==> src/rtl/sdram_arb_pkg.sv <==
// Shared types for the SDRAM user-port arbiter.
package sdram_arb_pkg;

   typedef enum logic [1:0] {
      SD_IDLE  = 2'd0,
      SD_WRITE = 2'd1,
      SD_READ  = 2'd2
   } sd_cmd_e;

   typedef enum logic {
      ARB_IDLE = 1'b0,
      ARB_BUSY = 1'b1
   } arb_state_e;

endpackage

==> src/rtl/rr_priority_picker.sv <==
// Combinational winner select: optional fixed port-0 priority, else
// round-robin starting after the last winner.
module rr_priority_picker #(
   parameter int N  = 2,
   parameter int IW = 1
) (
   input  logic [N-1:0]  req_i,
   input  logic [IW-1:0] ptr_i,
   input  logic          prio0_i,
   output logic [N-1:0]  gnt_o,
   output logic [IW-1:0] idx_o,
   output logic          any_o
);

   logic [IW-1:0] j;

   always_comb begin
      gnt_o = '0;
      idx_o = '0;
      j     = '0;
      any_o = |req_i;
      if (prio0_i && req_i[0]) begin
         gnt_o[0] = 1'b1;
      end else begin
         // walk downwards so the port nearest ptr+1 is written last and wins
         for (int i = N; i >= 1; i--) begin
            j = IW'((int'(ptr_i) + i) % N);
            if (req_i[j]) begin
               gnt_o    = '0;
               gnt_o[j] = 1'b1;
               idx_o    = j;
            end
         end
      end
   end

endmodule

==> src/rtl/sdram_port_arbiter.sv <==
// Multi-requester front end for one sdram_controller user port.
// Optional watchdog: define SDRAM_ARB_WATCHDOG_EN.
module sdram_port_arbiter
   import sdram_arb_pkg::*;
#(
   parameter int NUM_PORTS  = 2,
   parameter int ADDR_W     = 24,
   parameter int DATA_W     = 16,
   parameter int BURST_LEN  = 1,
   parameter int PORT0_PRIO = 1,
   parameter int TIMEOUT    = 1024
) (
   input  logic                             clk,
   input  logic                             rst_n,
   input  logic [NUM_PORTS-1:0][1:0]        p_cmd,
   input  logic [NUM_PORTS-1:0][ADDR_W-1:0] p_addr,
   input  logic [NUM_PORTS-1:0][DATA_W-1:0] p_wdata,
   output logic [NUM_PORTS-1:0]             p_grant,
   output logic [NUM_PORTS-1:0]             p_wnext,
   output logic [NUM_PORTS-1:0]             p_rvalid,
   output logic [DATA_W-1:0]                p_rdata,
   output logic [NUM_PORTS-1:0]             p_done,
   output logic [1:0]                       sd_command,
   output logic [ADDR_W-1:0]                sd_address,
   output logic [DATA_W-1:0]                sd_wdata,
   input  logic [DATA_W-1:0]                sd_rdata,
   input  logic                             sd_rvalid,
   input  logic                             sd_wdone,
   output logic                             arb_err
);

   localparam int IW = (NUM_PORTS > 1) ? $clog2(NUM_PORTS) : 1;
   localparam int BW = $clog2(BURST_LEN + 1);

   arb_state_e           state_q, state_d;
   logic [1:0]           cmd_q, cmd_d;
   logic [ADDR_W-1:0]    addr_q, addr_d;
   logic [NUM_PORTS-1:0] grant_q, grant_d;
   logic [NUM_PORTS-1:0] done_q, done_d;
   logic [NUM_PORTS-1:0] rvalid_q, rvalid_d;
   logic [DATA_W-1:0]    rdata_q, rdata_d;
   logic [IW-1:0]        rr_q, rr_d;
   logic [BW-1:0]        beats_q, beats_d;

   logic [NUM_PORTS-1:0] req, win_oh;
   logic [IW-1:0]        win_idx;
   logic                 win_any, busy, rd_beat, wr_beat, last, tmo;

   always_comb begin
      req = '0;
      for (int i = 0; i < NUM_PORTS; i++) req[i] = |p_cmd[i];
   end

   rr_priority_picker #(
      .N  (NUM_PORTS),
      .IW (IW)
   ) u_pick (
      .req_i   (req),
      .ptr_i   (rr_q),
      .prio0_i (PORT0_PRIO != 0),
      .gnt_o   (win_oh),
      .idx_o   (win_idx),
      .any_o   (win_any)
   );

   // rr_q doubles as the owner index while busy
   assign busy    = state_q == ARB_BUSY;
   assign rd_beat = busy && cmd_q == SD_READ && sd_rvalid;
   assign wr_beat = busy && cmd_q == SD_WRITE && sd_wdone;
   assign last    = (rd_beat || wr_beat) && beats_q == BW'(BURST_LEN - 1);

   assign sd_command = cmd_q;
   assign sd_address = addr_q;
   assign sd_wdata   = p_wdata[rr_q];
   assign p_grant    = grant_q;
   assign p_done     = done_q;
   assign p_rvalid   = rvalid_q;
   assign p_rdata    = rdata_q;
   assign p_wnext    = wr_beat ? grant_q : '0;

`ifdef SDRAM_ARB_WATCHDOG_EN
   localparam int WW = $clog2(TIMEOUT + 1);
   logic [WW-1:0] wdog_q;
   logic          err_q;

   assign tmo     = busy && wdog_q == WW'(TIMEOUT - 1);
   assign arb_err = err_q;

   always_ff @(posedge clk or negedge rst_n) begin
      if (!rst_n) begin
         wdog_q <= '0;
         err_q  <= 1'b0;
      end else begin
         wdog_q <= busy ? wdog_q + 1'b1 : '0;
         if (tmo) err_q <= 1'b1;
      end
   end
`else
   assign tmo     = 1'b0;
   assign arb_err = 1'b0;
`endif

   always_comb begin
      state_d  = state_q;
      cmd_d    = cmd_q;
      addr_d   = addr_q;
      grant_d  = grant_q;
      rr_d     = rr_q;
      beats_d  = beats_q;
      rdata_d  = rdata_q;
      done_d   = '0;
      rvalid_d = '0;
      unique case (state_q)
         ARB_IDLE: begin
            if (win_any) begin
               cmd_d   = p_cmd[win_idx];
               addr_d  = p_addr[win_idx];
               grant_d = win_oh;
               rr_d    = win_idx;
               beats_d = '0;
               state_d = ARB_BUSY;
            end
         end
         ARB_BUSY: begin
            if (rd_beat) begin
               rvalid_d = grant_q;
               rdata_d  = sd_rdata;
            end
            if ((rd_beat || wr_beat) && beats_q != BW'(BURST_LEN))
               beats_d = beats_q + 1'b1;
            // drop the command on the final edge so the controller
            // never re-samples it when it returns to idle
            if (last || tmo) begin
               cmd_d   = SD_IDLE;
               grant_d = '0;
               done_d  = grant_q;
               state_d = ARB_IDLE;
            end
         end
      endcase
   end

   always_ff @(posedge clk or negedge rst_n) begin
      if (!rst_n) begin
         state_q  <= ARB_IDLE;
         cmd_q    <= SD_IDLE;
         addr_q   <= '0;
         grant_q  <= '0;
         done_q   <= '0;
         rvalid_q <= '0;
         rdata_q  <= '0;
         rr_q     <= '0;
         beats_q  <= '0;
      end else begin
         state_q  <= state_d;
         cmd_q    <= cmd_d;
         addr_q   <= addr_d;
         grant_q  <= grant_d;
         done_q   <= done_d;
         rvalid_q <= rvalid_d;
         rdata_q  <= rdata_d;
         rr_q     <= rr_d;
         beats_q  <= beats_d;
      end
   end

endmodule

==> config.mk <==
export PLATFORM = sky130hd
export DESIGN_NAME = sdram_port_arbiter
export DESIGN_NICKNAME = d
export VERILOG_FILES = /design/src/rtl/sdram_arb_pkg.sv /design/src/rtl/rr_priority_picker.sv /design/src/rtl/sdram_port_arbiter.sv
export SDC_FILE = /design/constraint.sdc
export NUM_CORES = 1
export LEC_CHECK = 0
export ABC_AREA = 1
export ABC_CLOCK_PERIOD_IN_PS = 2800
export BUFFER_PORTS_ARGS = -buffer_cell sky130_fd_sc_hd__buf_2
export CAP_MARGIN = 20
export CORE_MARGIN = 3
export CORE_UTILIZATION = 45
export CTS_BUF_LIST = sky130_fd_sc_hd__clkbuf_4 sky130_fd_sc_hd__clkbuf_8
export DETAILED_ROUTE_END_ITERATION = 7
export PLACE_DENSITY = 0.88
export SYNTH_ARGS = -nofsm -noshare
export SYNTH_HDL_FRONTEND = slang
export SYNTH_SLANG_ARGS = --single-unit
export TNS_END_PERCENT = 10
==> constraint.sdc <==
create_clock -name clk -period 2.8 [get_ports clk]
set_input_delay 0.28 -clock clk [delete_from_list [all_inputs] [get_ports clk]]
set_output_delay 0.28 -clock clk [all_outputs]
set_load 0.05 [all_outputs]
After elaboration in Yosys (flattened, before gate mapping) --
Cells that the tools add are included.
Operators by class: add/subtract/negate cells 3, multiply operators 0, divide/modulo/power cells 0, magnitude comparators 6, eq/ne operators 4, shifts and indexed selects 0, mux-type cells 37, bitwise logic cells 2, reduce and logical (&&, ||, !) cells 14
Operators by type and width (number):
- 2-to-1 mux 24 bit | 2
- 2-to-1 mux 16 bit | 2
- 2-to-1 mux 2 bit | 12
- 2-to-1 mux 1 bit | 15
- < comparator 1 x 2 -> 1 bit (second input constant) | 4
- case mux 2 bit (2 select lines) | 2
- logical AND 1 bit | 7
- AND reduction 2 bit | 3
- != test 2 x 1 -> 1 bit (second input constant) | 2
- case mux 1 bit (2 select lines) | 2
- OR reduction 2 bit | 2
- OR reduction 4 bit | 1
- adder 1 bit (second input constant) | 3
- demux 1 bit (select 1 bit) | 2
- equality test 2 x 1 -> 1 bit (second input constant) | 1
- equality test 2 bit (second input constant) | 1
- >= comparator 1 bit (second input constant) | 2
- NOT 1 bit | 2
- logical OR 1 bit | 1
Word-level totals: bits in registers 51, bits in latches 0, RAM bits 0, memory bits (read-only) 0, bits of input ports 104, output and inout bits 67, logic and storage cells 75, memories kept 0

Longest topological paths before layout --
word-level depth 10, depth in mapped cells 9, gate-level depth less buffers 7

Cells and area by module --
Synthesis repeated with hierarchy kept, for this count alone.
Unflattened totals: cell total of the unflattened synthesis 288, area, all modules 2468.6 um^2
By module, submodules not included:
- sdram_port_arbiter | times used 1, cells an instance 277, area each 2421.1 um^2, seq. area each 1276.2 um^2
- rr_priority_picker | times used 1, cells an instance 11, area each 47.5 um^2, seq. area each 0.0 um^2

Least setup slack after synthesis --
OpenSTA, ideal clock, no wires.
kind register to output, start register cmd_q[0], in the netlist sd_command[0], end output p_wnext[0], arrival time 1.571 ns, data required time 2.520 ns, path slack 0.949 ns, cell stages (with the launch flop) 5, buffers on the path 0, cell sequence dfrtp_1 -> nand2_1 -> inv_1 -> nand2_1 -> nor2_1
On the way: longest elaborated chain between the ends 4
Ends and longest elaborated chain:
- start, declared | line sdram_port_arbiter.sv:36 | logic [1:0] cmd_q, cmd_d;
- start signal, assigned | line sdram_port_arbiter.sv:156 | cmd_q <= cmd_d;
- equality test 2 x 1 -> 1 bit | line sdram_port_arbiter.sv:69 | assign wr_beat = busy && cmd_q == SD_WRITE && sd_wdone;
- logical AND 1 bit (2 in series) | line sdram_port_arbiter.sv:69
- 2-to-1 mux 2 bit | line sdram_port_arbiter.sv:79 | assign p_wnext = wr_beat ? grant_q : '0;
- end, declared | line sdram_port_arbiter.sv:19 | output logic [NUM_PORTS-1:0] p_wnext,
Every way passes these cells.

Worst setup path after layout --
start register rr_q, end output sd_wdata[8]
On the way: longest elaborated chain between the ends 2
Ends and longest elaborated chain:
- start, declared | line sdram_port_arbiter.sv:42 | logic [IW-1:0] rr_q, rr_d;
- start signal, assigned | line sdram_port_arbiter.sv:162 | rr_q <= rr_d;
- 2-to-1 mux 16 bit (implied by the code) (2 in series) | line sdram_port_arbiter.sv:74 | assign sd_wdata = p_wdata[rr_q];
- end, declared | line sdram_port_arbiter.sv:25 | output logic [DATA_W-1:0] sd_wdata,
Every way passes these cells. The select of a mux whose other input is x is not followed.

==> impl_metrics.py <==
metrics = {
    "power_and_ir_drop": {
        "power_frac_comb": 0.617,
        "clockPowerShare": 0.095,
        "ir_drop_mv": 0.838,
        "p_leak_nw": 2.22,
        "p_int_mw": 1.84,
        "swShare": 0.578,
        "p_seq_frac": 0.288,
        "switchingPower_mw": 2.51,
        "powerDensity_mw_per_mm2": 1240,
    },
    "cells_and_area": {
        "multiInputGateArea_sq_mm": 0.00105,
        "layout-area-overhead-vs-synth_pct": 35.8,
        "n_antenna_cell": 0,
        "fin_area_sq_mm": 0.00351,
        "nets": 599,
        "layout-drive-gt1-share": 0.394,
        "regArea_sq_mm": 0.00128,
        "num-fill-cells": 463,
        "fin_cells": 565,
    },
    "clock_tree": {
        "cts_resized": 0,
        "clkSinkCount": 51,
        "clkTransAtPathRegs_ns": 0.08,
        "clockBufferDepth": 2,
        "numCtsBuffers": 5,
        "clk_root_buffer_cell": "clkbuf_8",
        "clk-insertion-delay-late_ns": 0.29,
        "htree_levels": 2,
        "cts_tree": "built",
        "post-cts-setup-buffer-count": 0,
        "holdBufCountCts": 0,
    },
    "timing": {
        "grt_setup_unrepaired": "no",
        "worst_pin_slew_ns": 0.840,
        "fmax_ghz": 0.460,
        "tns_ns": 0,
        "holdWs_ns": -0.0160,
        "maxSlewViolCount": 0,
        "finalHoldViolCount": 25,
        "skew_ns": 0.00501,
        "min_period_ns": 2.18,
        "setup_viol": 0,
        "post-route-period-util": 0.777,
        "relSlewSlack": 0.438,
    },
    "synthesis": {
        "synth_nets": 439,
        "ys_top_cells_by_area": "dfrtp_1 49%, nand2_1 24%, o211ai_1 5.2%",
        "yosysWarnings": 0,
        "synth_cell_type_count": 19,
        "netlist_area_sq_mm": 0.00259,
        "synth_top_area_cell": "dfrtp_1",
        "yosys.area.top_type_share": 0.493,
        "synth_area_per_cell_sq_um": 7.72,
        "synth-seq-cells": 51,
        "yosysSeqAreaShare": 0.493,
        "syn_inst": 335,
    },
    "grt": {
        "grt_max_degree": 52,
        "grt_use_total": 0.194,
        "grt_first_pass_wirelength_mm": 10.1,
        "globalRouteMet1Util": 0.226,
        "met3_usage": 0.0373,
        "grt_busiest_layer": "met2",
        "use_met2": 0.344,
        "grt_pass1_vias": 2296,
        "grt-ovfl-total": 0,
        "antenna_found_initial": 0,
    },
    "worst_setup_path": {
        "cpMaxStageDelayCell": "dfrtp_1",
        "start_kind": "register",
        "cp_num_buf_inv": 2,
        "cp_cell_sequence": "clkinv_1, nand2_1, nand2_1, buf_2",
        "cp-end-kind": "output pin",
        "cpPeakStageDelay_ns": 0.63,
        "critPathMostFrequentCell": "nand2_1",
        "cp_top_family": "buffers and inverters",
        "critical_path_class": "reg2out",
        "required_ns": 2.52,
        "crit_fanout": 17,
        "critPathArrivalTime_ns": 1.90,
    },
    "routing": {
        "ant_nets": 0,
        "vias_per_cell": 4.78,
        "wl_mm": 6.84,
        "drt_first_pass_iters": 4,
        "drt_iter0_markers": 96,
        "wl_per_cell_microns": 12.1,
        "vias": 2699,
        "drcViolationCount": 0,
    },
    "floorplan": {
        "core_sq_mm": 0.00534,
        "die_h_microns": 81.8,
        "die_w_microns": 81.8,
        "rows": 26,
        "ios": 171,
        "die-area_sq_mm": 0.00669,
        "initial_utilization": 0.485,
    },
    "status": {
        "violations": "hold timing",
        "status": "complete, but fails checks",
    },
    "placement": {
        "place_hpwl_mm": 5.26,
        "gp_congestion": 0.853,
        "place_inst": 557,
        "placed_area_sq_mm": 0.00340,
        "port_buffers": 169,
    },
    "run": {
        "maxCapViolCount": 0,
    },
    "worst_hold_path": {
        "hold_path.class": "in2async",
    },
}
## synth_stat cells
library cell    n
dfrtp_1        51
o211ai_2        6
nor2_2          1
nand2_4         2
clkinv_1        2
nand2_2         4
inv_1          30
inv_2           4
nor2_1          7
nand3_1        21
conb_1          1
nand2_1       166
buf_4           3
clkbuf_1        2
o211ai_1       18
buf_6           5
nor2_4          1
buf_2           7
o21ai_0         4
## power by group through the flow
stage                     registers, mW  clock network [mW]  logic [mW]
after floorplan                    2.31                   0        1.05
after detailed placement           1.25                   0        2.71
after global placement             1.25                   0        2.65
final                              1.25               0.413        2.68
after global routing               1.29               0.460        2.87
after CTS                          1.25               0.427        2.70
## worst paths after layout
path	endpoint	cells after the start	slack, ns	from
setup reg to reg	beats_q	6	1.05	sd_command[1]
hold reg to reg	p_rdata[1]	2	0.47	p_rdata[1]
setup / recovery	sd_wdata[8]	4	0.62	rr_q
max in group asynchronous	sd_address[19]	2	2.29	rst_n
hold / removal	p_rdata[1]	1	-0.02	rst_n
min in group clk	p_rdata[15]	3	0.23	sd_rdata[15]
## logic make-up after synthesis
kind of cell	count (synthesis)	share of synthesized area
flip-flops	51	0.493
other	1	0.00145
buffers and inverters	53	0.0992
AND/OR/NAND/NOR	202	0.317
AO/OA/AOI/OAI	28	0.0890
## registers in the layout, indices dropped and copies added (netlist names)
name	flops
sd_address	24
p_rdata	16
p_done	2
p_grant	2
p_rvalid	2
sd_command	2
beats_q	1
busy	1
rr_q	1
## placed cells by master (no fill, tap or decap)
cell,count
nor2_1,7
clkinv_1,2
clkinv_2,1
clkbuf_8,6
dfrtp_1,51
buf_16,1
nand2_4,2
buf_2,169
inv_1,30
o211ai_2,6
nor2_4,1
nor2_2,1
o211ai_1,18
nand3_1,21
nand2_2,4
nand2_1,166
inv_2,4
o21ai_0,4
conb_1,1
## metrics by stage
stage	util	hold WS [ns]	setup slack [ns]	power, mW
after CTS	0.653	0.217	0.618	4.38
after floorplan	-	-0.0156	0.949	3.36
after global placement	0.637	0.449	1.08	3.91
after detailed placement	0.637	0.460	0.956	3.96
final	0.659	-0.0160	0.624	4.35
after global routing	0.659	0.0241	0.441	4.62
## area by class of cell
type | count | area share
Sequential cell | 51 | 0.363
Multi-Input combinational cell | 231 | 0.300
Timing Repair Buffer | 170 | 0.249
Inverter | 36 | 0.0385
Tap cell | 70 | 0.0249
Clock buffer | 6 | 0.0235
Clock inverter | 1 | 0.00142
## per-layer routing
metal,share of wire,up-vias
li1,-,1348
met1,0.41,1224
met2,0.50,119
met3,0.079,8
met4,0.012,0
met5,0,-
Note: power is estimated with default switching activity, not from simulation.
